$ cat src/rtl/apple_manage_module_pkg.sv
// Shared game encodings and apple-manager types.
package apple_manage_module_pkg;

    // Game_status one-hot encodings
    localparam logic [2:0] GS_START = 3'b001;
    localparam logic [2:0] GS_PLAY  = 3'b010;
    localparam logic [2:0] GS_END   = 3'b100;

    // Playfield defaults
    localparam int DEF_GRID_X = 40;
    localparam int DEF_GRID_Y = 30;

    // Apple type encodings
    localparam logic APPLE_RED   = 1'b0;
    localparam logic APPLE_GREEN = 1'b1;

    typedef enum logic [1:0] {
        ST_IDLE   = 2'd0,
        ST_PLACE  = 2'd1,
        ST_ACTIVE = 2'd2
    } apple_state_e;

    typedef struct packed {
        logic [5:0] x;
        logic [4:0] y;
        logic       kind;
    } apple_t;

endpackage

$ cat src/rtl/apple_manage_module_lfsr16.sv
// Free-running 16-bit Fibonacci LFSR, taps 16,14,13,11.
// A zero seed locks the register at zero; callers must pass a non-zero seed.
module lfsr16_module (
    input  logic        Clk_50mhz,
    input  logic        Rst,
    input  logic [15:0] Seed,
    output logic [15:0] Lfsr_out
);

    logic fb;

    assign fb = Lfsr_out[15] ^ Lfsr_out[13] ^ Lfsr_out[12] ^ Lfsr_out[10];

    // Shift left every cycle, feedback enters at bit 0
    always_ff @(posedge Clk_50mhz) begin
        if (Rst) Lfsr_out <= Seed;
        else     Lfsr_out <= {Lfsr_out[14:0], fb};
    end

endmodule

$ cat src/rtl/apple_manage_module.sv
// Apple placement / eat / green-expiry manager for the snake game.
module apple_manage_module
    import apple_manage_module_pkg::*;
#(
    parameter int          GRID_X      = DEF_GRID_X,
    parameter int          GRID_Y      = DEF_GRID_Y,
    parameter int          GREEN_STEPS = 64,
    parameter int          MAX_TRY     = 8,
    parameter logic [15:0] LFSR_SEED   = 16'hACE1
) (
    input  logic       Clk_50mhz,
    input  logic       Rst,
    input  logic [2:0] Game_status,
    input  logic [5:0] Head_x,
    input  logic [4:0] Head_y,
    input  logic       Head_valid,
    output logic [5:0] Apple_x,
    output logic [4:0] Apple_y,
    output logic       Apple_valid,
    output logic       Apple_type,
    output logic       Body_add_sig
);

    localparam int TRY_W = $clog2(MAX_TRY + 1);

    apple_state_e     state, state_n;
    logic [15:0]      lfsr;
    logic [TRY_W-1:0] try_cnt, try_cnt_n;
    logic [6:0]       step_cnt, step_cnt_n;
    apple_t           apple, apple_n;
    logic             valid_n, body_n;

    logic [5:0] cand_x;
    logic [4:0] cand_y;
    logic       cand_type;
    logic       cand_ok;
    logic       head_hit;
    logic       steps_done;
    logic       head_at_origin;

    lfsr16_module u_lfsr (
        .Clk_50mhz (Clk_50mhz),
        .Rst       (Rst),
        .Seed      (LFSR_SEED),
        .Lfsr_out  (lfsr)
    );

    assign cand_x         = lfsr[5:0];
    assign cand_y         = lfsr[10:6];
    assign cand_type      = (lfsr[13:12] == 2'b00);
    assign head_at_origin = (Head_x == 6'd0) && (Head_y == 5'd0);
    assign cand_ok        = ({1'b0, cand_x} < 7'(GRID_X)) &&
                            ({1'b0, cand_y} < 6'(GRID_Y)) &&
                            !((cand_x == Head_x) && (cand_y == Head_y));
    assign head_hit       = Head_valid && (Head_x == apple.x) && (Head_y == apple.y);
    // The pulse being counted now is the one that reaches the limit
    assign steps_done     = ((step_cnt + 7'd1) == 7'(GREEN_STEPS));

    assign Apple_x    = apple.x;
    assign Apple_y    = apple.y;
    assign Apple_type = apple.kind;

    // Next-state and next-output logic; leaving PLAY overrides everything
    always_comb begin
        state_n    = state;
        try_cnt_n  = try_cnt;
        step_cnt_n = step_cnt;
        apple_n    = apple;
        valid_n    = Apple_valid;
        body_n     = 1'b0;
        if (Game_status != GS_PLAY) begin
            state_n    = ST_IDLE;
            valid_n    = 1'b0;
            try_cnt_n  = '0;
            step_cnt_n = '0;
        end else begin
            case (state)
                ST_IDLE: begin
                    state_n   = ST_PLACE;
                    try_cnt_n = '0;
                end
                ST_PLACE: begin
                    if (cand_ok) begin
                        apple_n    = '{x: cand_x, y: cand_y, kind: cand_type};
                        valid_n    = 1'b1;
                        try_cnt_n  = '0;
                        step_cnt_n = '0;
                        state_n    = ST_ACTIVE;
                    end else if (try_cnt == TRY_W'(MAX_TRY - 1)) begin
                        // This rejection is the last allowed one: fall back
                        apple_n    = '{x: (head_at_origin ? 6'd1 : 6'd0), y: 5'd0, kind: APPLE_RED};
                        valid_n    = 1'b1;
                        try_cnt_n  = '0;
                        step_cnt_n = '0;
                        state_n    = ST_ACTIVE;
                    end else begin
                        try_cnt_n = try_cnt + 1'b1;
                    end
                end
                ST_ACTIVE: begin
                    if (head_hit) begin
                        // Eating wins over a simultaneous green expiry
                        body_n  = 1'b1;
                        valid_n = 1'b0;
                        state_n = ST_PLACE;
                    end else if (Head_valid && (apple.kind == APPLE_GREEN)) begin
                        step_cnt_n = step_cnt + 7'd1;
                        if (steps_done) begin
                            valid_n = 1'b0;
                            state_n = ST_PLACE;
                        end
                    end
                end
                default: begin
                    state_n = ST_IDLE;
                    valid_n = 1'b0;
                end
            endcase
        end
    end

    // State and output registers
    always_ff @(posedge Clk_50mhz) begin
        if (Rst) begin
            state        <= ST_IDLE;
            try_cnt      <= '0;
            step_cnt     <= '0;
            apple        <= '0;
            Apple_valid  <= 1'b0;
            Body_add_sig <= 1'b0;
        end else begin
            state        <= state_n;
            try_cnt      <= try_cnt_n;
            step_cnt     <= step_cnt_n;
            apple        <= apple_n;
            Apple_valid  <= valid_n;
            Body_add_sig <= body_n;
        end
    end

endmodule

$ cat config.mk
export PLATFORM = sky130hd
export DESIGN_NAME = apple_manage_module
export DESIGN_NICKNAME = d
export VERILOG_FILES = /design/src/rtl/apple_manage_module_pkg.sv /design/src/rtl/apple_manage_module_lfsr16.sv /design/src/rtl/apple_manage_module.sv
export SDC_FILE = /design/constraint.sdc
export NUM_CORES = 1
export LEC_CHECK = 0
export CAP_MARGIN = 20
export CELL_PAD_IN_SITES_DETAIL_PLACEMENT = 0
export CELL_PAD_IN_SITES_GLOBAL_PLACEMENT = 1
export CORE_ASPECT_RATIO = 1.75
export CORE_UTILIZATION = 41
export CTS_CLUSTER_SIZE = 16
export DETAILED_ROUTE_END_ITERATION = 16
export GPL_ROUTABILITY_DRIVEN = 0
export GPL_TIMING_DRIVEN = 0
export PLACE_DENSITY_LB_ADDON = 0.08
export RECOVER_POWER = 50
export SETUP_SLACK_MARGIN = 0.5
export SLEW_MARGIN = 0
export SYNTH_ARGS = -nofsm -noshare
export SYNTH_HDL_FRONTEND = slang
export SYNTH_SLANG_ARGS = --single-unit
$ cat constraint.sdc
create_clock -name Clk_50mhz -period 1.95 [get_ports Clk_50mhz]
set_input_delay 0.39 -clock Clk_50mhz [delete_from_list [all_inputs] [get_ports Clk_50mhz]]
set_output_delay 0.39 -clock Clk_50mhz [all_outputs]
set_load 0.02 [all_outputs]
==> impl_summary.md <==
Timing
Summed over all failing endpoints, the final setup total negative slack is 0 ps. The number of endpoints with negative hold slack in the final report came to 0. The pin slew with the least headroom to its limit is between 400 and 500 ps. Clock skew on the completed layout was measured at 7.779 ps. The ratio of final minimum period to clock period is between 90% and 100%. The number of pins with negative max-slew slack in the final report is 0. The clock period minus worst slack is 1820 ps. The maximum clock rate is 549.3 MHz. The headroom to the max-slew limit is 67.40%.

Setup violations remaining at the end of the flow were counted as 0. Setup repair after global routing could not meet its margin everywhere.

Synth
The mean post-synth cell area is 9.105 sq um. Ranked by total cell area, the synthesized netlist is headed by dfxtp_1 41%, xor2_1 5.4%, xnor2_1 5.0%, nand2b_1 4.2%, nand3_1 4.0%. By count the netlist is led by 43 x dfxtp_1, 17 x nand3_1, 15 x nand2_1.

The synthesized area is 0.002103 sq mm. dfxtp_1 takes more of the synthesized area than any other cell. The number of nets produced by synthesis is 250.

The most frequent cell after synthesis is dfxtp_1. For this run, the register share of the synthesized area comes to 40.93%. The cell count after synthesis came out at 231. The flip-flop and latch count after synthesis is 43. During synthesis, Yosys emitted a total of 0 warnings. Of all flip-flops after synthesis, the portion carrying an async set or reset was 0%. The most used flip-flop cell after synthesis is dfxtp_1.

The number of distinct standard cells referenced by the synthesized netlist is 45. After synthesis, the largest area contributor takes up 40.93% of total cell area. Yosys mapped a number of flops with a built-in enable equal to 0.

Status
The run finished with clean final reports.

Clock network
The H-tree was split into 2 levels. The TritonCTS buffer count is 5. The clock passes through at most 2 buffers. CTS saw 43 sinks.

The insertion delay of the later-clocked pin in the worst-skew pair is slightly below 300 ps. The CTS tree is built. The cell chosen for the clock root is clkbuf_8.

The CTS clock-pin slew for the worst setup and hold paths is roughly 80 ps.

Floorplanning
The floorplan core area is 0.004935 sq mm. The die area is 0.005432 sq mm. After floorplanning, the core was divided into 34 placement rows. The die is approximately 56 um wide.

For this design the top-level I/O count stands at 31. The die is 96.75 um tall. For this configuration, the core starts out at a cell density of between 40% and 50%.

Critical path
The signal on the critical path passes through clkdlybuf4s15_2 > xor2_2 > nor4_4 > nand4_1 > a221o_2 > o211ai_2. The largest incremental delay on the critical path is ~500 ps. STA puts the critical path data arrival time at 2050 ps.

Among all stages on the critical path, the largest delay is contributed by a221o_2. The type of the worst setup path is in2reg. STA classifies the critical path startpoint as an input pin. The worst setup path is captured at a flip-flop.

Data on the critical path is required at its endpoint by 2170 ps. Of all nets on the critical path, the largest fanout is 5.

Power and ir drop
Internal power comes to between 1000 and 1500 uW. The total power is 1791 uW. Dividing total power by cell area gives a power density of 589.7 mW/mm^2. The largest voltage drop on the vdd net is 483.2 uV. The combinational cell fraction of total power is between 10 and 15%.

Net switching is 24.89% of the power. The sequential group share of total power is a little over 50%. Per report_power, the clock group accounts for 34.5% of the total. For this design the static power due to leakage is 0.001085 uW. In this run the power spent charging and discharging nets is 445.9 uW.

Flow run
Max-cap violations in this run came to 0.

Cells and area
The total number of nets in the final design is 309. The finished cells cover 0.003038 sq mm. The fraction of layout cells with a size suffix above 1 is 39.18%.

Compared with the post-synthesis result, the final layout area differs by 44.44%. 0 antenna diodes ended up in the layout.

Global routing
Entering global routing, the biggest net connects 13 pins. The initial antenna violation count is 0. The number of global-route vias before repair came to a little under 2000. After global routing the overflow that remains totals 0. The first global-routing pass estimated 9639 um of wire. In the global route stage, overall resource usage came out at around 23%.

Detailed routing
The routed wire length is 6181 um. The count of routing violations after the opening detailed-route iteration is 33. Detailed routing inserted a total of between 1500 and 2000 vias. The pre-antenna-repair detailed-routing pass consisted of 4 iterations.

The DRC violation count after routing is 0. The routed wirelength normalized by instance count is between 15 and 20 um. The count of nets left with antenna violations once routing finished came out at 0. After detailed routing, the number of vias per cell comes to around 5.5.

Placed design
The number of buffers inserted by port buffering is 30. The detailed placement HPWL is 4053 um. The area of placed instances is 0.002534 sq mm.

Min path
The path class of the lowest-slack min-delay path is reg2reg.
==> sequential cells by signal, indices dropped and copies added (netlist names) <==
signal / count
Apple_type: 1
Apple_y: 5
try_cnt: 4
step_cnt: 7
Body_add_sig: 1
Apple_x: 6
state: 2
Apple_valid: 1
u_lfsr.Lfsr_out: 16
==> cells by family after synthesis <==
group                    count (synthesis)  synth area share [%]
AND/OR/NAND/NOR                        105                 30.04
flip-flops                              43                 40.93
AO/OA/AOI/OAI                           39                 13.33
XOR/XNOR                                25                 10.41
buffers and inverters                   14                 2.617
multiplexers                             3                 1.487
adder cells (fa/ha/maj)                  2                 1.190
==> power by group through the flow <==
stage               Combinational (uW)  Sequential, uW  Clock [uW]
floorplan                          110             940           0
global placement                   178             949           0
detailed placement                 179             949           0
CTS                                229             933         630
global route                       258             932         662
finish                             245             929         618
==> cells in the final DEF, fill, tap and decap left out, types with 3 or more instances in the layout <==
cell             synthesis  layout
dlygate4sd2_1            0      11
nand3_1                 17      14
nand2_1                 15      12
a21oi_1                  5       4
buf_6                    0       7
xor2_1                  13       4
dfxtp_1                 43      31
clkdlybuf4s15_1          0       3
nand4_1                  7       7
and2_1                   3       3
inv_1                    6       6
or2_2                    9       9
nor4_1                   4       4
nand4b_1                 5       5
clkbuf_1                 6       5
nand3_2                  0       3
buf_4                    0      14
dfxtp_2                  0       7
nor2b_1                 11       9
o211ai_2                 3       3
clkbuf_8                 0       7
clkdlybuf4s25_1          0       7
o21ai_2                  0      11
or4_1                    3       3
dfxtp_4                  0       5
nor2_1                   5       4
clkbuf_2                 1       7
nand2b_1                14      14
xnor2_1                 12      12
xor2_2                   0       8
==> worst paths after layout <==
check                                       from                             end  slack (ps)  cells past startpoint
setup / recovery                       Head_x[2]        step_cnt[2]$_SDFFE_PP0P_         130                      6
hold / removal    u_lfsr.Lfsr_out[14]$_SDFF_PP0_  u_lfsr.Lfsr_out[15]$_SDFF_PP1_         420                      1
setup reg to reg   u_lfsr.Lfsr_out[3]$_SDFF_PP0_        step_cnt[2]$_SDFFE_PP0P_         130                      5
hold reg to reg   u_lfsr.Lfsr_out[14]$_SDFF_PP0_  u_lfsr.Lfsr_out[15]$_SDFF_PP1_         420                      1
==> what timing repair did <==
action / CTS / global route
resized for setup: 98 / 49
buffers inserted: 16 / 3
setup endpoints to repair: 50 / 42
cloned: 3 / 0
hold buffers: 0 / 0
pin swaps: 30 / 13
==> per-stage QoR <==
stage / utilization [%] / setup WS, ps / hold slack (ps) / std cells
floorplan: - / 195.8 / 389.5 / 231
global placement: 51.34 / -583.6 / 393.3 / 315
detailed placement: 51.34 / -595.4 / 398.9 / 315
CTS: 59.46 / 128.9 / 420.0 / 342
global route: 61.56 / 59.20 / 440.7 / 345
finish: 61.56 / 129.6 / 416.4 / 345
==> final cells by class <==
cell class	count	area, sq um
plain buffers	8	52.55
clock buffers	8	100.1
fillers	462	1897
inverters	6	22.52
multi-input cells	175	1461
flip-flops and latches	43	888.4
well taps	54	67.56
repair buffers	51	445.4
==> critical path: cells and delay by family <==
family,cells,cell delay (ps)
xor+xnor,1,200
buf+inv,1,230
compound gates,2,660
simple gates,2,560
==> per-layer routing <==
metal | share of wire (%) | wire, um | track usage [%] | vias to the layer above
li1 | - | - | - | 939
met1 | 39 | 2414 | 24.36 | 924
met2 | 56 | 3457 | 43.96 | 40
met3 | 2.8 | 175 | 3.476 | 8
met4 | 2.2 | 133 | 9.006 | 0
met5 | 0 | 0 | 0 | -
No activity file was read; power rests on OpenSTA's default activity.
